$ cat src/rtl/mem_port_arbiter.sv
// Round-robin arbiter sharing one 32-bit memory port between instruction fetch (0)
// and data load/store (1). One transaction in flight, aborted if the memory never answers.
module mem_port_arbiter #(
    parameter int TIMEOUT = 16,
    parameter int CNT_W   = 5
) (
    input  logic              clk,
    input  logic              rst_n,
    input  logic              req0,
    input  logic [31:0]       addr0,
    input  logic              we0,
    input  logic [31:0]       wdata0,
    output logic              ack0,
    input  logic              req1,
    input  logic [31:0]       addr1,
    input  logic              we1,
    input  logic [31:0]       wdata1,
    output logic              ack1,
    output logic [31:0]       rdata,
    output logic              err,
    output logic              mem_req,
    output logic              mem_sel,
    output logic [31:0]       mem_addr,
    output logic              mem_we,
    output logic [31:0]       mem_wdata,
    input  logic              mem_ready,
    input  logic [31:0]       mem_rdata
);

    typedef enum logic {
        IDLE = 1'b0,
        BUSY = 1'b1
    } state_t;

    state_t             state, state_next;
    logic               mem_req_next;
    logic               mem_sel_next;
    logic               ack0_next, ack1_next;
    logic               err_next;
    logic [31:0]        rdata_next;
    logic [CNT_W-1:0]   cnt, cnt_next;
    logic               last, last_next;
    logic               winner;
    logic               timeout_hit;

    // last starts at 1 so requester 0 wins the first tie after reset
    always_ff @(posedge clk or negedge rst_n) begin
        if (!rst_n) begin
            state   <= IDLE;
            mem_req <= 1'b0;
            mem_sel <= 1'b0;
            ack0    <= 1'b0;
            ack1    <= 1'b0;
            err     <= 1'b0;
            rdata   <= 32'h0;
            cnt     <= '0;
            last    <= 1'b1;
        end else begin
            state   <= state_next;
            mem_req <= mem_req_next;
            mem_sel <= mem_sel_next;
            ack0    <= ack0_next;
            ack1    <= ack1_next;
            err     <= err_next;
            rdata   <= rdata_next;
            cnt     <= cnt_next;
            last    <= last_next;
        end
    end

    assign timeout_hit = (cnt == CNT_W'(TIMEOUT - 1));

    always_comb begin
        state_next   = state;
        mem_req_next = mem_req;
        mem_sel_next = mem_sel;
        ack0_next    = 1'b0;
        ack1_next    = 1'b0;
        err_next     = 1'b0;
        rdata_next   = rdata;
        cnt_next     = cnt;
        last_next    = last;
        winner       = 1'b0;

        case (state)
            IDLE: begin
                if (req0 || req1) begin
                    winner       = (req0 && req1) ? ~last : req1;
                    mem_sel_next = winner;
                    mem_req_next = 1'b1;
                    cnt_next     = '0;
                    state_next   = BUSY;
                end
            end
            BUSY: begin
                cnt_next = cnt + 1'b1;
                // mem_ready takes priority over an abort landing in the same cycle
                if (mem_ready || timeout_hit) begin
                    ack0_next    = ~mem_sel;
                    ack1_next    = mem_sel;
                    err_next     = ~mem_ready;
                    rdata_next   = mem_ready ? mem_rdata : 32'h0;
                    mem_req_next = 1'b0;
                    last_next    = mem_sel;
                    cnt_next     = '0;
                    state_next   = IDLE;
                end
            end
            default: begin
                state_next = IDLE;
            end
        endcase
    end

    assign mem_addr  = mem_sel ? addr1 : addr0;
    assign mem_wdata = mem_sel ? wdata1 : wdata0;
    assign mem_we    = mem_req & (mem_sel ? we1 : we0);

endmodule

$ cat config.mk
export PLATFORM = sky130hd
export DESIGN_NAME = mem_port_arbiter
export DESIGN_NICKNAME = d
export VERILOG_FILES = /design/src/rtl/mem_port_arbiter.sv
export SDC_FILE = /design/constraint.sdc
export NUM_CORES = 1
export LEC_CHECK = 0
export ABC_AREA = 1
export BUFFER_PORTS_ARGS = -buffer_cell sky130_fd_sc_hd__buf_2
export CORE_AREA = 2 2 103 105
export DETAILED_ROUTE_END_ITERATION = 10
export DIE_AREA = 0 0 105 107
export PLACE_DENSITY = 0.67
export SLEW_MARGIN = 20
export SYNTH_ARGS = -nofsm -noshare
export SYNTH_HDL_FRONTEND = slang
export SYNTH_SLANG_ARGS = --single-unit
$ cat constraint.sdc
create_clock -name clk -period 2.1 [get_ports clk]
set_input_delay 0.315 -clock clk [delete_from_list [all_inputs] [get_ports clk]]
set_output_delay 0.315 -clock clk [all_outputs]
set_load 0.02 [all_outputs]
* Word-level counts from Yosys, hierarchy flattened
Index checks and enable logic that the tools add are counted.
Word-level totals: bits in registers 44, bits of input ports 167, output and inout bits 102
Operators by class: add/sub/neg operators 1, equal/unequal tests 3, multiplexer cells 20, bitwise gates (word level) 5, reductions and logical operators 6
Operators with widths (count):
- $mux 32 | 3
- $mux 1 | 12
- $mux 5 | 2
- $pmux 5 s2 | 1
- $reduce_and 2->1 | 3
- $add 5x1->5 const B | 1
- $eq 5x4->1 const B | 1
- $not 1->1 | 4
- $pmux 1 s2 | 2
- $logic_or 1x1->1 | 2
- $ne 2x1->1 const B | 1
- $ne 2x2->1 const B | 1
- $and 1x1->1 | 1
- $logic_and 1x1->1 | 1

* Depth between registers and ports, before layout
Gate-level depths: netlist (run 1).
word-level depth 4, gate-level depth with buffers 9

* Least setup slack after synthesis (run 1)
Ideal clock, no wire load.
kind register to output, from register mem_sel, to output port mem_we, arrival 1128 ps, path slack 657 ps, stages on the path, launching flop included 6, path buffers 2, cell sequence dfrtp_1 > buf_4 > inv_2 > buf_6 > nor2_1 > nor2_1
On the way: word-level cells in the longest chain between the ends 2
RTL lines:
- start, declared | line 22 | output logic mem_sel,
- start signal, assigned | line 61 | mem_sel <= mem_sel_next;
- $mux 1 | line 117 | assign mem_we = mem_req & (mem_sel ? we1 : we0);
- $and 1x1->1 | line 117
- end, declared | line 24 | output logic mem_we,
No other way between the ends.

* Worst setup path after layout (run 1)
Same ends and word-level chain as after synthesis.

==> results of run 1 <==
## cell type report
type,count,share of cell area
clock buffer,7,0.0227
timing repair buffer,275,0.335
tap,136,0.0401
clock inverter,1,0.00708
multi-input combinational,330,0.328
sequential,44,0.260
inverter,8,0.00708
## flip-flops by register name, indices dropped and copies added (netlist names)
| register | cells |
|---|---|
| last | 1 |
| err | 1 |
| rdata | 32 |
| mem_req | 1 |
| ack1 | 1 |
| state | 1 |
| ack0 | 1 |
| cnt | 5 |
| mem_sel | 1 |
## worst max path at each step
| stage | from | endpoint | slack (ps) | depth (start not counted) |
|---|---|---|---|---|
| after floorplan | mem_sel | mem_we | 660 | 5 |
| final | mem_sel | mem_we | 340 | 5 |
| after detailed placement | cnt[0] | last | 440 | 8 |
| after global placement | cnt[0] | last | 460 | 8 |
| after global routing | mem_sel | mem_addr[31] | 280 | 5 |
| after CTS | mem_sel | mem_addr[31] | 360 | 5 |
## timing repair
action | in CTS | in global routing
hold buffers | 1 | 0
setup buffers | 0 | 0
endpoints found under the hold margin | 17 | 0
## Yosys cell counts (2+ instances only)
library cell,count
nand2_1,241
nand3_1,68
dfrtp_1,43
buf_2,12
buf_6,11
inv_1,7
nor2_1,7
o21ai_0,5
buf_4,4
clkbuf_1,2
ha_1,2
nand2_4,2
## power by group
| part | leakage [nW] | total, mW | switching, mW | internal (mW) |
|---|---|---|---|---|
| Clock | 0.0645 | 0.707 | 0.287 | 0.420 |
| Sequential | 0.549 | 1.27 | 0.178 | 1.09 |
| Combinational | 2.10 | 2.92 | 1.96 | 0.963 |
## layer usage
| metal | share of wire | routed length (µm) | global-route usage |
|---|---|---|---|
| met1 | 0.40 | 3850 | 0.191 |
| met2 | 0.50 | 4800 | 0.295 |
| met5 | 0 | 0 | 0 |
| met4 | 0.0068 | 65 | 0.0324 |
| met3 | 0.087 | 828 | 0.0389 |
## cells by family (layout without fill, tap and decap cells)
family,count (synthesis),after routing,share of synthesized area
and+or+nand+nor,320,320,0.480
buffers and inverters,37,291,0.0917
adders and majority gates,2,2,0.00912
AOI/OAI and AO/OA,7,7,0.0141
xor gates and xnor gates,1,1,0.00319
DFF,44,44,0.402
## critical path: stages, from the launching register on
cell,delay [ps]
dfrtp_2,430
inv_2,70
buf_12,230
nor2_1,80
nor2_1,110
buf_2,170
==> results_dict.tcl, run 1 <==
set metrics [dict create \
    status "finished clean" \
    hold_path_class "in2reg" \
    setup_tns_ps 0 \
    die_area_mm2 0.0112 \
    root_buffer "clkbuf_8" \
    netlist_top_cells_area "dfrtp_1 (39%), nand2_1 (33%), nand3_1 (12%), buf_6 (4.5%), buf_2 (2.2%)" \
    grt_pass1_vias 3273 \
    min_period_ps 1760 \
    fillCellCount 1049 \
    grt_start_max_net_pins 70 \
    arrival_ps 1440 \
    worstHoldStart "mem_rdata[19]" \
    syn2layout_area_growth_pct 54.6 \
    tightest_slew_ps 631 \
    final_cell_area_mm2 0.00424 \
    final_util 0.420 \
    layout.cells.non_filler 801 \
    cts_buffers 5 \
    worstRegToRegCells 8 \
    core_mm2 0.0101 \
    cts_max_path_buffers 2 \
    clk_latency_ps 300 \
    cts_resized 0 \
    maxSlewViolCount 0 \
    p_per_area_mw_per_mm2 1150 \
    synth_top_area_cell "dfrtp_1" \
    netlist_area_mm2 0.00274 \
    synth.distinct_cells 19 \
    grt_overflow 0 \
    whs_ps 240 \
    worst_ep_required_time_ps 1780 \
    fmax_mhz 569 \
    detail-route-antenna-nets 0 \
    clock-sinks 44 \
    drive_gt1_frac 0.435 \
    drtPass1Iterations 7 \
    diodes 0 \
    max-cap-violations 0 \
    initial_core_util 0.272 \
    synth_warnings 0 \
    rrSetupSlack_ps 420 \
    worstHoldPathCells 3 \
    io_buffers 268 \
    fin_worst_skew_ps 8.85 \
    regArea_mm2 0.00110 \
    track_usage 0.161 \
    critical_path_class "reg2out" \
    drt_iter0_drc 197 \
    multiInputGateArea_mm2 0.00139 \
    async_reset_ff_frac 1.00 \
    placed_area_mm2 0.00410 \
    rsz0062_at_grt "no" \
    worstSetupEndpointType "output pin" \
    syn_inst 411 \
    hold_viol_final 0 \
    relSlewSlack 0.579 \
    min_to "rdata[19]" \
    ys_ff_latch 44 \
    total_power_mw 4.90 \
    cts_tree "built" \
    finalNetCount 833 \
    dp_hpwl_mm 7.37 \
    path_clk_slew_ps 90 \
    regToRegEndpoint "last" \
    placed_cells 792 \
    fin_crit_sh 0.837 \
    yosysTopAreaCellShare 0.392 \
    vias 3511 \
    num_io_pins 269 \
    via_per_inst 4.38 \
    power_leakage_nw 2.71 \
    cts-htree-levels 2 \
    wire_per_inst_um 11.9 \
    syn-num-nets 580 \
    avgSynthCellArea_um2 6.67 \
    die_y_um 107 \
    drc 0 \
    rows 37 \
    synth_seq_area_share 0.402 \
    max-vdd-ir-drop_mv 0.697 \
    synth-edff-count 0 \
    startpoint_type "flip-flop" \
    routed_wl_mm 9.54 \
    final_cell_mix "buf_2 (268), nand2_1 (241), nand3_1 (68), dfrtp_1 (42)" \
    antenna_found_initial 0 \
    crit_fanout 65 \
    grt_pass1_wl_mm 15.1 \
    setup_viol 0 \
    finalWeightedCongestion 0.720 \
    setup_ws_ps 342 \
    r2r_start "cnt[0]" \
    synthFlopType "dfrtp_1" \
    pre_cts_ws_ps 444 \
    die_w_um 105 \
    final_common_cell "buf_2" \
]
No activity file was read; power rests on OpenSTA's default activity.
==> inputs of run 2 (changes only) <==
--- a/config.mk
+++ b/config.mk
@@ -10,7 +10,7 @@
 export CORE_AREA = 2 2 103 105
 export DETAILED_ROUTE_END_ITERATION = 10
 export DIE_AREA = 0 0 105 107
-export PLACE_DENSITY = 0.67
+export PLACE_DENSITY = 0.7
 export SLEW_MARGIN = 20
 export SYNTH_ARGS = -nofsm -noshare
 export SYNTH_HDL_FRONTEND = slang
==> constraint.sdc (replaced) <==
create_clock -name clk -period 1.52 [get_ports clk]
set_input_delay 0.228 -clock clk [delete_from_list [all_inputs] [get_ports clk]]
set_output_delay 0.228 -clock clk [all_outputs]
set_load 0.02 [all_outputs]
==> results_dict.tcl, run 2 (same netlist as run 1, synthesis figures left out) <==
set metrics [dict create \
    critical_path_class "reg2out" \
    core_mm2 0.0101 \
    die_area_mm2 0.0112 \
    grt_overflow 0 \
    cts_tree "built" \
    syn2layout_area_growth_pct 94.3 \
    antenna_found_initial 0 \
    rsz0062_at_grt "yes" \
    dp_hpwl_mm 7.43 \
    track_usage 0.176 \
    worstHoldStart "mem_rdata[7]" \
    max-cap-violations 0 \
    reg.largest.list "rdata: 32 flops, cnt: 5 flops" \
    num_io_pins 269 \
    grt_pass1_vias 3359 \
    wire_per_inst_um 14.8 \
    die_y_um 107 \
    drt_iter0_drc 192 \
    rows 37 \
    status "finished with violations" \
    diodes 0 \
    detail-route-antenna-nets 0 \
    root_buffer "clkbuf_8" \
    relSlewSlack 0.623 \
    use_met1 0.209 \
    grt_use_met3 0.0456 \
    met2_usage 0.310 \
    worst_ep_required_time_ps 1290 \
    min_period_ps 1640 \
    total_power_mw 8.63 \
    vias 3751 \
    power_leakage_nw 3.11 \
    setup_ws_ps -120 \
    violations "setup timing" \
    final_common_cell "buf_2" \
    largest_register_ff_count 32 \
    worstSetupEndpointType "output pin" \
    crit_path_start "mem_sel" \
    fin_worst_skew_ps 5.89 \
    multiInputGateArea_mm2 0.00184 \
    clock-sinks 44 \
    io_buffers 268 \
    busiest_layer "met2" \
    r2r_start "cnt[0]" \
    arrival_ps 1410 \
    largest-register "rdata" \
    final_cell_area_mm2 0.00533 \
    crit_fanout 6 \
    routed_wl_mm 12.2 \
    cts-htree-levels 2 \
    drtPass1Iterations 4 \
    regArea_mm2 0.00110 \
    fin_crit_sh 1.08 \
    setup_tns_ps -4020 \
    clk_latency_ps 290 \
    drive_gt1_frac 0.603 \
    max-vdd-ir-drop_mv 0.931 \
    maxSlewViolCount 0 \
    fmax_mhz 610 \
    initial_core_util 0.272 \
    setup_viol 56 \
    drc 0 \
    path_clk_slew_ps 80 \
    p_per_area_mw_per_mm2 1620 \
    via_per_inst 4.56 \
    tightest_slew_ps 565 \
    startpoint_type "flip-flop" \
    cts_buffers 5 \
    finalNetCount 855 \
    hold_viol_final 0 \
    hold_path_class "in2reg" \
    placed_area_mm2 0.00418 \
    die_w_um 105 \
    finalWeightedCongestion 0.772 \
    whs_ps 152 \
    fillCellCount 946 \
    grt_pass1_wl_mm 16.3 \
    final_cell_mix "buf_2 (225), nand2_1 (170), nand2_2 (52), buf_6 (47), dfrtp_1 (42)" \
    grt_start_max_net_pins 46 \
    cts_max_path_buffers 2 \
]
run 2: cell types whose count changed in the layout (fill, tap and decap cells not counted), sizes merged:
cell | previous run | this run
buf | 274 | 292
inv | 8 | 7
clkbuf | 7 | 10
clkinv | 0 | 2
run 2: layer usage:
metal  up-vias  share of wire
met4         0          0.026
met3        38          0.084
met2       196           0.50
met1      1685           0.39
met5         -              0
li1       1832              -
run 2: path summary, 6_finish.rpt:
check,end,slack [ps],cells past startpoint
max,mem_wdata[11],-120,6
min,rdata[7],150,3
max reg2reg,rdata[19],20,8
min reg2reg,cnt[4],490,2
max in group asynchronous,rdata[12],620,3
min in group asynchronous,rdata[14],360,2
run 2: final cells by class:
| type | count | share of cell area |
|---|---|---|
| clock buffer | 6 | 0.0136 |
| timing repair buffer | 297 | 0.388 |
| sequential | 44 | 0.207 |
| multi-input combinational | 330 | 0.346 |
| clock inverter | 2 | 0.00657 |
| tap | 136 | 0.0319 |
| inverter | 8 | 0.00657 |
run 2: timing repair:
item / CTS / global route
endpoints found under the setup margin: 65 / 95
hold buffers: 1 / 0
setup buffers: 1 / 4
gates resized for setup: 90 / 132
gates cloned: 4 / 5
endpoints found under the hold margin: 12 / 0
pin swaps: 5 / 51
run 2: report_power, final:
group,total [mW],switching [mW],internal (mW)
combinational,5.94,3.41,2.53
sequential,1.81,0.297,1.51
clock,0.884,0.396,0.488
run 2: worst max-delay path, cell delays in order, from the launching register on:
cell and delay [ps]:
dfrtp_2 440, clkinv_4 120, buf_12 160, buf_16 150, nand2_2 70, nand2_2 60, buf_6 130
run 2: metrics by stage:
stage / worst slack, ps / cells / util
6_report: -120 / 823 / 0.528
2_1_floorplan: 164 / 411 / -
3_3_place_gp: 84.2 / 800 / 0.414
4_1_cts: -106 / 814 / 0.465
5_1_grt: -184 / 823 / 0.528
3_5_place_dp: 18.2 / 800 / 0.414
